File: src/rtl/store_buffer_if.sv
// Store buffer bus bundle.
// Groups every signal between the MEM stage, the data-memory write port and
// the store buffer. Clock and reset stay plain ports on the module.
//   enq*      : store enqueue handshake from MEM (enqReady returned)
//   load*     : load probe from MEM (forwardHit/forwardWord/loadStall returned)
//   mem*      : drain towards the data-memory write port
//   empty     : buffer holds no pending stores
// Modports: master = MEM stage / memory side, slave = store buffer.
interface store_buffer_if;
  logic        enqValid;
  logic        enqReady;
  logic [31:0] enqAddress;
  logic [1:0]  enqWriteType;
  logic [31:0] enqData;
  logic        loadActive;
  logic [31:0] loadAddress;
  logic [1:0]  loadSize;
  logic        forwardHit;
  logic [31:0] forwardWord;
  logic        loadStall;
  logic [31:0] memAddress;
  logic [1:0]  memWriteType;
  logic [31:0] memDataWrite;
  logic        empty;

  modport master (
    output enqValid, enqAddress, enqWriteType, enqData,
    output loadActive, loadAddress, loadSize,
    input  enqReady, forwardHit, forwardWord, loadStall,
    input  memAddress, memWriteType, memDataWrite, empty
  );

  modport slave (
    input  enqValid, enqAddress, enqWriteType, enqData,
    input  loadActive, loadAddress, loadSize,
    output enqReady, forwardHit, forwardWord, loadStall,
    output memAddress, memWriteType, memDataWrite, empty
  );
endinterface

File: src/rtl/store_buffer.sv
// Store buffer: FIFO of committed stores between MEM and the data memory.
// Stores enqueue from MEM and drain one per cycle into the memory write port
// whenever no load occupies it. Loads probe the buffer combinationally and get
// either a full store-to-load forward or a stall on partial overlap.
// Ports:
//   clock  : system clock, all state updates on posedge
//   reset  : synchronous active-high reset, discards pending stores
//   bus    : store_buffer_if.slave (enqueue, load probe, drain, empty)
// Write types: 0 = disabled, 1 = byte, 2 = half-word, 3 = word.
module store_buffer #(
  parameter int DEPTH    = 4,
  parameter int PTR_BITS = $clog2(DEPTH)
) (
  input logic           clock,
  input logic           reset,
  store_buffer_if.slave bus
);

  localparam logic [1:0] WRITE_DISABLED = 2'd0;
  localparam logic [PTR_BITS:0] FULL_COUNT = (PTR_BITS+1)'(DEPTH);

  // Byte lanes touched by an access of the given size at byte offset lo.
  function automatic logic [3:0] lane_mask(input logic [1:0] lo, input logic [1:0] size);
    case (size)
      2'd1:    lane_mask = 4'b0001 << lo;
      2'd2:    lane_mask = lo[1] ? 4'b1100 : 4'b0011;
      2'd3:    lane_mask = 4'hF;
      default: lane_mask = 4'h0;
    endcase
  endfunction

  // Move low-aligned store data into its word byte lanes.
  function automatic logic [31:0] lane_align(input logic [31:0] data, input logic [1:0] lo,
                                             input logic [1:0] size);
    case (size)
      2'd1:    lane_align = {24'd0, data[7:0]} << {lo, 3'b000};
      2'd2:    lane_align = lo[1] ? {data[15:0], 16'd0} : {16'd0, data[15:0]};
      2'd3:    lane_align = data;
      default: lane_align = 32'd0;
    endcase
  endfunction

  function automatic logic [31:0] expand_mask(input logic [3:0] m);
    expand_mask = {{8{m[3]}}, {8{m[2]}}, {8{m[1]}}, {8{m[0]}}};
  endfunction

  logic [31:0]       addr_q  [DEPTH];
  logic [1:0]        wtype_q [DEPTH];
  logic [31:0]       data_q  [DEPTH];
  logic [PTR_BITS-1:0] head_q, head_d, tail_q, tail_d;
  logic [PTR_BITS:0]   count_q, count_d;

  logic enq_fire;
  logic drain;

  assign bus.enqReady = (count_q != FULL_COUNT);
  assign bus.empty    = (count_q == '0);
  assign enq_fire     = bus.enqValid && bus.enqReady && (bus.enqWriteType != WRITE_DISABLED);
  // The reset cycle must never issue a memory write.
  assign drain        = (count_q != '0) && !bus.loadActive && !reset;

  always_comb begin
    bus.memAddress   = 32'd0;
    bus.memWriteType = WRITE_DISABLED;
    bus.memDataWrite = 32'd0;
    if (drain) begin
      bus.memAddress   = addr_q[head_q];
      bus.memWriteType = wtype_q[head_q];
      bus.memDataWrite = data_q[head_q];
    end
  end

  always_comb begin
    head_d  = head_q + PTR_BITS'(drain);
    tail_d  = tail_q + PTR_BITS'(enq_fire);
    count_d = count_q;
    case ({enq_fire, drain})
      2'b10:   count_d = count_q + 1'b1;
      2'b01:   count_d = count_q - 1'b1;
      default: count_d = count_q;
    endcase
  end

  // Walk from the youngest entry (tail-1) towards the head; the first
  // overlapping entry alone decides between forward and stall.
  logic [3:0]          load_mask;
  logic [3:0]          ent_mask;
  logic [PTR_BITS-1:0] idx;
  logic                found;

  always_comb begin
    load_mask       = lane_mask(bus.loadAddress[1:0], bus.loadSize);
    ent_mask        = 4'h0;
    idx             = '0;
    found           = 1'b0;
    bus.forwardHit  = 1'b0;
    bus.loadStall   = 1'b0;
    bus.forwardWord = 32'd0;
    for (int k = 1; k <= DEPTH; k++) begin
      idx      = tail_q - PTR_BITS'(k);
      ent_mask = lane_mask(addr_q[idx][1:0], wtype_q[idx]);
      if (!found && bus.loadActive && ((PTR_BITS+1)'(k) <= count_q) &&
          (addr_q[idx][31:2] == bus.loadAddress[31:2]) && ((ent_mask & load_mask) != 4'h0)) begin
        found = 1'b1;
        if ((ent_mask & load_mask) == load_mask) begin
          bus.forwardHit  = 1'b1;
          bus.forwardWord = lane_align(data_q[idx], addr_q[idx][1:0], wtype_q[idx]) &
                            expand_mask(load_mask);
        end else begin
          bus.loadStall = 1'b1;
        end
      end
    end
  end

  always_ff @(posedge clock) begin
    if (reset) begin
      head_q  <= '0;
      tail_q  <= '0;
      count_q <= '0;
    end else begin
      head_q  <= head_d;
      tail_q  <= tail_d;
      count_q <= count_d;
    end
  end

  // Entry payload carries no reset; validity comes from head/count only.
  always_ff @(posedge clock) begin
    if (enq_fire) begin
      addr_q[tail_q]  <= bus.enqAddress;
      wtype_q[tail_q] <= bus.enqWriteType;
      data_q[tail_q]  <= bus.enqData;
    end
  end

endmodule

File: src/flat_wrapper.sv
// flat-port wrapper written by rule: the top's interface ports become plain ports
module store_buffer_flat 
#(
  parameter int DEPTH    = 4,
  parameter int PTR_BITS = $clog2(DEPTH)
)
  (clock, reset, bus_enqValid, bus_enqAddress, bus_enqWriteType, bus_enqData, bus_loadActive, bus_loadAddress, bus_loadSize, bus_enqReady, bus_forwardHit, bus_forwardWord, bus_loadStall, bus_memAddress, bus_memWriteType, bus_memDataWrite, bus_empty);
  store_buffer_if bus_i ();
  input logic clock;
  input logic reset;
  input wire logic [$bits(bus_i.enqValid)-1:0] bus_enqValid;
  input wire logic [$bits(bus_i.enqAddress)-1:0] bus_enqAddress;
  input wire logic [$bits(bus_i.enqWriteType)-1:0] bus_enqWriteType;
  input wire logic [$bits(bus_i.enqData)-1:0] bus_enqData;
  input wire logic [$bits(bus_i.loadActive)-1:0] bus_loadActive;
  input wire logic [$bits(bus_i.loadAddress)-1:0] bus_loadAddress;
  input wire logic [$bits(bus_i.loadSize)-1:0] bus_loadSize;
  output wire logic [$bits(bus_i.enqReady)-1:0] bus_enqReady;
  output wire logic [$bits(bus_i.forwardHit)-1:0] bus_forwardHit;
  output wire logic [$bits(bus_i.forwardWord)-1:0] bus_forwardWord;
  output wire logic [$bits(bus_i.loadStall)-1:0] bus_loadStall;
  output wire logic [$bits(bus_i.memAddress)-1:0] bus_memAddress;
  output wire logic [$bits(bus_i.memWriteType)-1:0] bus_memWriteType;
  output wire logic [$bits(bus_i.memDataWrite)-1:0] bus_memDataWrite;
  output wire logic [$bits(bus_i.empty)-1:0] bus_empty;
  assign bus_i.enqValid = bus_enqValid;
  assign bus_i.enqAddress = bus_enqAddress;
  assign bus_i.enqWriteType = bus_enqWriteType;
  assign bus_i.enqData = bus_enqData;
  assign bus_i.loadActive = bus_loadActive;
  assign bus_i.loadAddress = bus_loadAddress;
  assign bus_i.loadSize = bus_loadSize;
  assign bus_enqReady = bus_i.enqReady;
  assign bus_forwardHit = bus_i.forwardHit;
  assign bus_forwardWord = bus_i.forwardWord;
  assign bus_loadStall = bus_i.loadStall;
  assign bus_memAddress = bus_i.memAddress;
  assign bus_memWriteType = bus_i.memWriteType;
  assign bus_memDataWrite = bus_i.memDataWrite;
  assign bus_empty = bus_i.empty;
  store_buffer #(.DEPTH(DEPTH), .PTR_BITS(PTR_BITS)) u_core (.clock(clock), .reset(reset), .bus(bus_i));
endmodule
File: config.mk
export PLATFORM = sky130hd
export DESIGN_NAME = store_buffer_flat
export DESIGN_NICKNAME = d
export VERILOG_FILES = /design/src/rtl/store_buffer_if.sv /design/src/rtl/store_buffer.sv /design/src/flat_wrapper.sv
export SDC_FILE = /design/constraint.sdc
export NUM_CORES = 1
export LEC_CHECK = 0
export CAP_MARGIN = 10
export CELL_PAD_IN_SITES_DETAIL_PLACEMENT = 0
export CELL_PAD_IN_SITES_GLOBAL_PLACEMENT = 1
export CORE_MARGIN = 1.5
export CORE_UTILIZATION = 53
export CTS_CLUSTER_SIZE = 30
export DETAILED_ROUTE_END_ITERATION = 16
export DONT_BUFFER_PORTS = 1
export PLACE_DENSITY_LB_ADDON = 0.1
export RECOVER_POWER = 50
export SLEW_MARGIN = 30
export SYNTH_ARGS = -nofsm -noshare
export SYNTH_HDL_FRONTEND = slang
export SYNTH_SLANG_ARGS = --single-unit
File: constraint.sdc
create_clock -name clock -period 7.2 [get_ports clock]
set_clock_uncertainty 0.1 [all_clocks]
set_input_delay 0.72 -clock clock [delete_from_list [all_inputs] [get_ports clock]]
set_output_delay 0.72 -clock clock [all_outputs]
set_load 0.02 [all_outputs]
# Word level (Yosys, flattened, before mapping)
# Memory sizes are Yosys's and may differ from the RTL's. A register that Yosys moved wholly into a read port is not among the register bits.
# Cells that the tools add are included.
# W data, S select, Z words.
[op_classes]
add_sub_neg = 7
eq_ne = 26
n_reduce_logical = 32
muxes = 65
magnitude_cmp = 4
n_bitwise = 8
shift = 9
[ops]
columns = ["cell", "n"]
rows = [
  ["$mux W32", 22],
  ["$pmux W32 S3", 4],
  ["$and A32 B32 Y32", 4],
  ["$shl A8 B5 Y32", 4],
  ["$eq A30 B30 Y1", 4],
  ["$pmux W4 S3", 5],
  ["$eq A2 B2 Y1 const B", 11],
  ["$mux W1", 21],
  ["$mux W4", 5],
  ["$shl A1 B2 Y4 const A", 5],
  ["$logic_and A1 B1 Y1", 19],
  ["$and A4 B4 Y4", 4],
  ["$eq A4 B4 Y1", 4],
  ["$reduce_bool A4 Y1", 4],
  ["$mux W2", 7],
  ["$eq A2 B1 Y1 const B", 6],
  ["$le A2 B3 Y1 const A", 2],
  ["$pmux W3 S2", 1],
  ["$logic_not A1 Y1", 5],
  ["$add A2 B1 Y2", 2],
  ["$reduce_bool A2 Y1", 2],
  ["$sub A2 B2 Y2 const B", 2],
  ["$add A3 B1 Y3 const B", 1],
  ["$le A1 B3 Y1 const A", 1],
  ["6 further kinds", 6],
]
[word_totals]
regBits = 7
elab_cells = 157
ram_bits = 264
inputBits = 104
out_inout_bits = 102
n_memories = 3
[memory_table]
columns = ["name", "depth", "word_bits", "read_ports", "rd_clocked_by_memory_dff", "write_ports", "line_no", "text"]
rows = [
  ["u_core.addr_q", 4, 32, 5, 2, 1, "store_buffer.sv:47", "logic [31:0] addr_q [DEPTH];"],
  ["u_core.data_q", 4, 32, 5, 2, 1, "store_buffer.sv:49", "logic [31:0] data_q [DEPTH];"],
  ["u_core.wtype_q", 4, 2, 5, 2, 1, "store_buffer.sv:48", "logic [1:0] wtype_q [DEPTH];"],
]

# Longest topological paths before layout
# An unclocked memory read counts as a cell.
[depth]
depth_word = 29
depth_mapped = 22
mapped_depth_nobuf = 11

# Worst setup path before layout
# OpenSTA, ideal clock, no wires.
[synth_path]
path_kind = "reg2out"
startpoint = "register u_core.tail_q[1]"
endpoint = "output bus_forwardWord[16]"
stages_incl_launch_ff = 21
t_arrival_ps = 4896
setup_slack_ps = 1484
required_ps = 6380
path_buffers = 9
cell_sequence = "dfxtp_1 inv_1 buf_2 clkbuf_1 buf_1 clkbuf_1 ha_1 buf_6 buf_6 buf_6 buf_6 mux4_2 xor2_1 nor4_1 nand2_1 or4_4 or3_1 buf_2 nor3_4 nand2_2 o22ai_1"
[synth_via]
elab_chain_cells = 26
word_cells_on_any_way = 82
cone_classes = "3 x add/sub; 15 x eq/ne; 6 x shift; 29 x mux; 6 x bitwise; 20 x reduce/logical; 3 x memory"
[synth_lines]
columns = ["item", "line_no", "text"]
rows = [
  ["start: declaration", "store_buffer.sv:50", "logic [PTR_BITS-1:0] head_q, head_d, tail_q, tail_d;"],
  ["start signal: assignment", "store_buffer.sv:123", "tail_q <= tail_d;"],
  ["$sub A2 B1 Y2", "store_buffer.sv:100", "idx = tail_q - PTR_BITS'(k);"],
  ["$mem_v2 Z4 W2 or $mem_v2 Z4 W32 (tied branches)", "n/a", ""],
  ["$eq A2 B2 Y1, or another cell as far along", "store_buffer.sv:24, store_buffer.sv:35", ""],
  ["$pmux W4 S3", "store_buffer.sv:24", "case (size)"],
  ["$and A4 B4 Y4", "store_buffer.sv:103, store_buffer.sv:105", ""],
  ["$reduce_bool A4 Y1", "store_buffer.sv:103", "(addr_q[idx][31:2] == bus.loadAddress[31:2]) && ((ent_mask & load_mask) != 4'h0)) begin"],
  ["$logic_and A1 B1 Y1", "store_buffer.sv:103", ""],
  ["$mux W1", "store_buffer.sv:102", "if (!found && bus.loadActive && ((PTR_BITS+1)'(k) <= count_q) &&"],
  ["[6 not listed]", "n/a", ""],
  ["$logic_not A1 Y1", "store_buffer.sv:102", ""],
  ["$logic_and A1 B1 Y1 (3 in series)", "store_buffer.sv:102", ""],
  ["$logic_and A1 B1 Y1", "store_buffer.sv:103", ""],
  ["$mux W1", "store_buffer.sv:102", ""],
  ["$logic_not A1 Y1", "store_buffer.sv:102", ""],
  ["$logic_and A1 B1 Y1 (3 in series)", "store_buffer.sv:102", ""],
  ["$logic_and A1 B1 Y1", "store_buffer.sv:103", ""],
  ["$mux W32 (*)", "store_buffer.sv:102", ""],
  ["end: declaration", "flat_wrapper.sv:20", "output wire logic [$bits(bus_i.forwardWord)-1:0] bus_forwardWord;"],
]
# Mark *: on every way between the ends. The rest lies on a longest branch, timed or not. The select of a mux whose other input is x is not followed.

# Worst setup path after layout
[layout_path]
startpoint = "register u_core.tail_q[0]"
endpoint = "output bus_forwardWord[15]"
# The elaborated chain is that of the path after synthesis.

==> results by group <==
Critical path
  – Kind of critical path: reg -> out
  – R2R Path Start: u_core.count_q[0]
  – CP startpoint kind: flip-flop
  – Worst Setup End Kind: output port
  – Worst EP required: 6380 ps
  – Arrival time worst endpoint: 6020 ps
  – FF-to-FF setup slack: 2480 ps
  – Worst-path fanout max: 55
  – Reg2Reg Depth: 5
  – Crit path largest cell delay: 800 ps
  – CP cell instances: clkinv_1, buf_4, ha_4, buf_12, mux2i_1, o22ai_1, a2111oi_0, o22ai_1, nor4_2, nand3_1, o32ai_1, o221ai_1, a21oi_1, buf_4
  – CP max-delay cell: nand3_1
  – Reg2reg end: u_core.data_q[2][27]

Yosys
  – Largest cells by area after synthesis: edfxtp_1 37%, mux4_2 21%, mux2i_1 6.7%
  – Average size of a mapped cell: 12.2 um2
  – EDFF count, synth: 264
  – Simple-Gate Fraction of Synth Area: 0.0903
  – Main flop type after synthesis: edfxtp_1
  – Warnings from Yosys: 0
  – Area leader, netlist: edfxtp_1
  – Share of the synthesized area in the top cell type: 0.373
  – Yosys cell types: 83
  – Compound-Gate Fraction of Synth Area: 0.139
  – XOR/XNOR Fraction of Synth Area: 0.0408
  – Yosys reg bits: 271
  – Cell count after synthesis: 1,743
  – Seq/Total Area, Yosys: 0.380
  – Synth async-reset ratio: 0
  – Mapped cell area: 0.0212 mm2
  – Largest family of logic cells by synthesized area: multiplexers
  – Multiplexer area fraction after synthesis: 0.301
  – Mapped Nets: 1,859
  – Synth Area in Adders: 0.00707

STA
  – Tcrit/Tclk final: 0.950
  – Final Worst Setup Slack: 361 ps
  – Worst Tran Pin Value: 2610 ps
  – Hold Slack: 62.2 ps
  – Total Neg Setup Slack: 0 ps
  – Min Tclk post-route: 6840 ps
  – Hold Fails Final Rpt: 0
  – Max Slew Vio Count: 95
  – RSZ-0062 raised after global routing: false
  – Slew headroom: -0.741
  – Setup violators final: 0
  – Fmax: 0.146 GHz

Layout
  – Register area: 0.00808 mm2
  – Commonest non-fill, non-tap cell in the layout: edfxtp_1
  – Number of fill cells in the layout: 3,258
  – Final nets: 1,792
  – Multi-input gate area: 0.0123 mm2
  – Area delta synth->final: 6.65%
  – Layout cells sized above 1: 0.217
  – Most frequent cells in the layout: 264 x edfxtp_1, 196 x mux4_2, 143 x mux2i_1, 83 x nand2_1, 83 x nor2_1

Detailed routing
  – Via density: 7.57
  – Routed Antenna Nets: 0
  – Drt wl/cell: 34.2 um
  – Final WL: 76,000 um
  – Router iterations before antenna repair: 8
  – Detailed-route via count: 16,848
  – # DRC: 0
  – Drt initial violations: 2,366

Pwr
  – Sequential share of power: 0.357
  – P_leak: 6.98 nW
  – Internal: 3.51 mW
  – Pwr Density: 235 mW/mm2
  – Switching Fraction: 0.342
  – Peak supply drop: 0.000198 V
  – Clock Power Share: 0.307
  – Combinational power share: 0.336
  – Final Power: 5.33 mW
  – Switching pwr: 1.82 mW

Flow run
  – Max-Cap Viols: 3

Placed design
  – PortBufs: 0
  – Dpl ws: 1180 ps
  – Gp weighted congestion: 1.01
  – HPWL Detailed: 54,200 um

Floorplan
  – Initial Util: 0.536
  – Die Y: 203 um
  – Die Span X: 203 um
  – # rows: 73
  – Core box area: 0.0396 mm2
  – Ports: 206
  – Die area: 0.0413 mm2

GRT
  – Initial antenna violation count: 2
  – First-pass GRT wire length: 110,000 um
  – Total GRT Usage: 0.366
  – GRT Residual Overflow: 0
  – Largest net degree at the start of global routing: 87
  – Vias in the first global route: 15,707

CTS
  – CTS tree: done
  – Hold_buf cts: 0
  – Clk buf depth: 3
  – Clk sink count: 271
  – Postcts setup bufs: 0
  – H-Tree Depth: 1
  – CTS resizes: 0
  – CTS clock-pin slew for the worst setup and hold paths: 70 ps
  – Clock root cell: clkbuf_16
  – Clk Latency, worst-skew pair: 610 ps
  – Num CTS Buffers: 30

Min path
  – Hold Crit Class: in -> reg
  – Worst Hold Launch: reset
  – Hold endpoint: u_core.tail_q[0]
  – Worst hold path stage count: 1

Status
  – Violated checks: max-capacitance violations, max-slew violations
  – Status: complete, but fails checks
worst max-delay path by stage:
stage | from | endpoint | slack [ps] | depth (start not counted)
6_report | u_core.tail_q[0] | bus_forwardWord[15] | 360 | 14
5_1_grt | u_core.tail_q[0] | bus_forwardWord[1] | 100 | 15
4_1_cts | u_core.tail_q[0] | bus_forwardWord[31] | 500 | 14
3_5_place_dp | u_core.tail_q[0] | bus_forwardWord[11] | 1180 | 11
3_3_place_gp | u_core.tail_q[0] | bus_forwardWord[25] | 1150 | 12
2_1_floorplan | u_core.tail_q[1] | bus_forwardWord[16] | 1480 | 20
power by group through the flow:
stage                     clock, mW  sequential [mW]  combinational (mW)
after floorplan                   0             1.89                1.33
after global placement            0             1.93                1.74
after detailed placement          0             1.93                1.74
after CTS                      1.66             1.90                1.75
after global routing           1.70             1.91                1.87
final                          1.64             1.90                1.79
metal layers:
layer | share of wire | wire (um) | GRT usage
met4 | 0.028 | 2160 | 0.0992
met3 | 0.12 | 9410 | 0.0986
met2 | 0.41 | 31400 | 0.498
met1 | 0.43 | 33000 | 0.571
met5 | 0 | 0 | 0
worst max-delay path: cells and delay by family (launching register included):
kind	cells	cell delay, ps
adder cells (fa/ha/maj)	1	430
AND/OR/NAND/NOR	2	1440
multiplexers	1	480
flip-flops	1	480
buffers and inverters	4	860
AO/OA/AOI/OAI	6	1630
cells by family (layout without fill, tap and decap cells):
family | Yosys count | after routing
adders and majority gates | 12 | 12
buffers and inverters | 181 | 136
muxes | 387 | 387
other | 0 | 2
DFF | 271 | 271
AOI/OAI and AO/OA | 424 | 424
xor gates and xnor gates | 99 | 99
and+or+nand+nor | 369 | 369
final cells by class:
cell class,count,share of cell area
Multi-Input combinational cell,1291,0.543
Clock inverter,16,0.0114
Antenna cell,2,0.000221
Timing Repair Buffer,57,0.0203
Tap cell,525,0.0290
Clock buffer,38,0.0345
Inverter,25,0.00414
Sequential cell,271,0.357
state kept, by name, indices dropped and copies added (netlist names):
signal and flops:
u_core.addr_q 128, u_core.count_q 3, u_core.data_q 128, u_core.head_q 2, u_core.tail_q 2, u_core.wtype_q 8
Yosys cell counts (26+ instances only):
library cell  number
mux2i_1          143
o21ai_0           76
clkbuf_1          83
buf_1             26
nor2_1            84
o22ai_1           70
mux2_2            46
nand2_1           83
xnor2_1           49
xor2_1            50
mux4_2           196
edfxtp_1         264
a22oi_1           28
nor2b_1           74
a21oi_1           67
stage by stage:
step	std cells	util	instance area (um2)
after global routing	2223	0.571	22600
after floorplan	1743	-	21200
after detailed placement	2169	0.545	21600
after global placement	2169	0.545	21600
final	2225	0.571	22600
after CTS	2223	0.571	22600
Note: power is estimated with default switching activity, not from simulation.
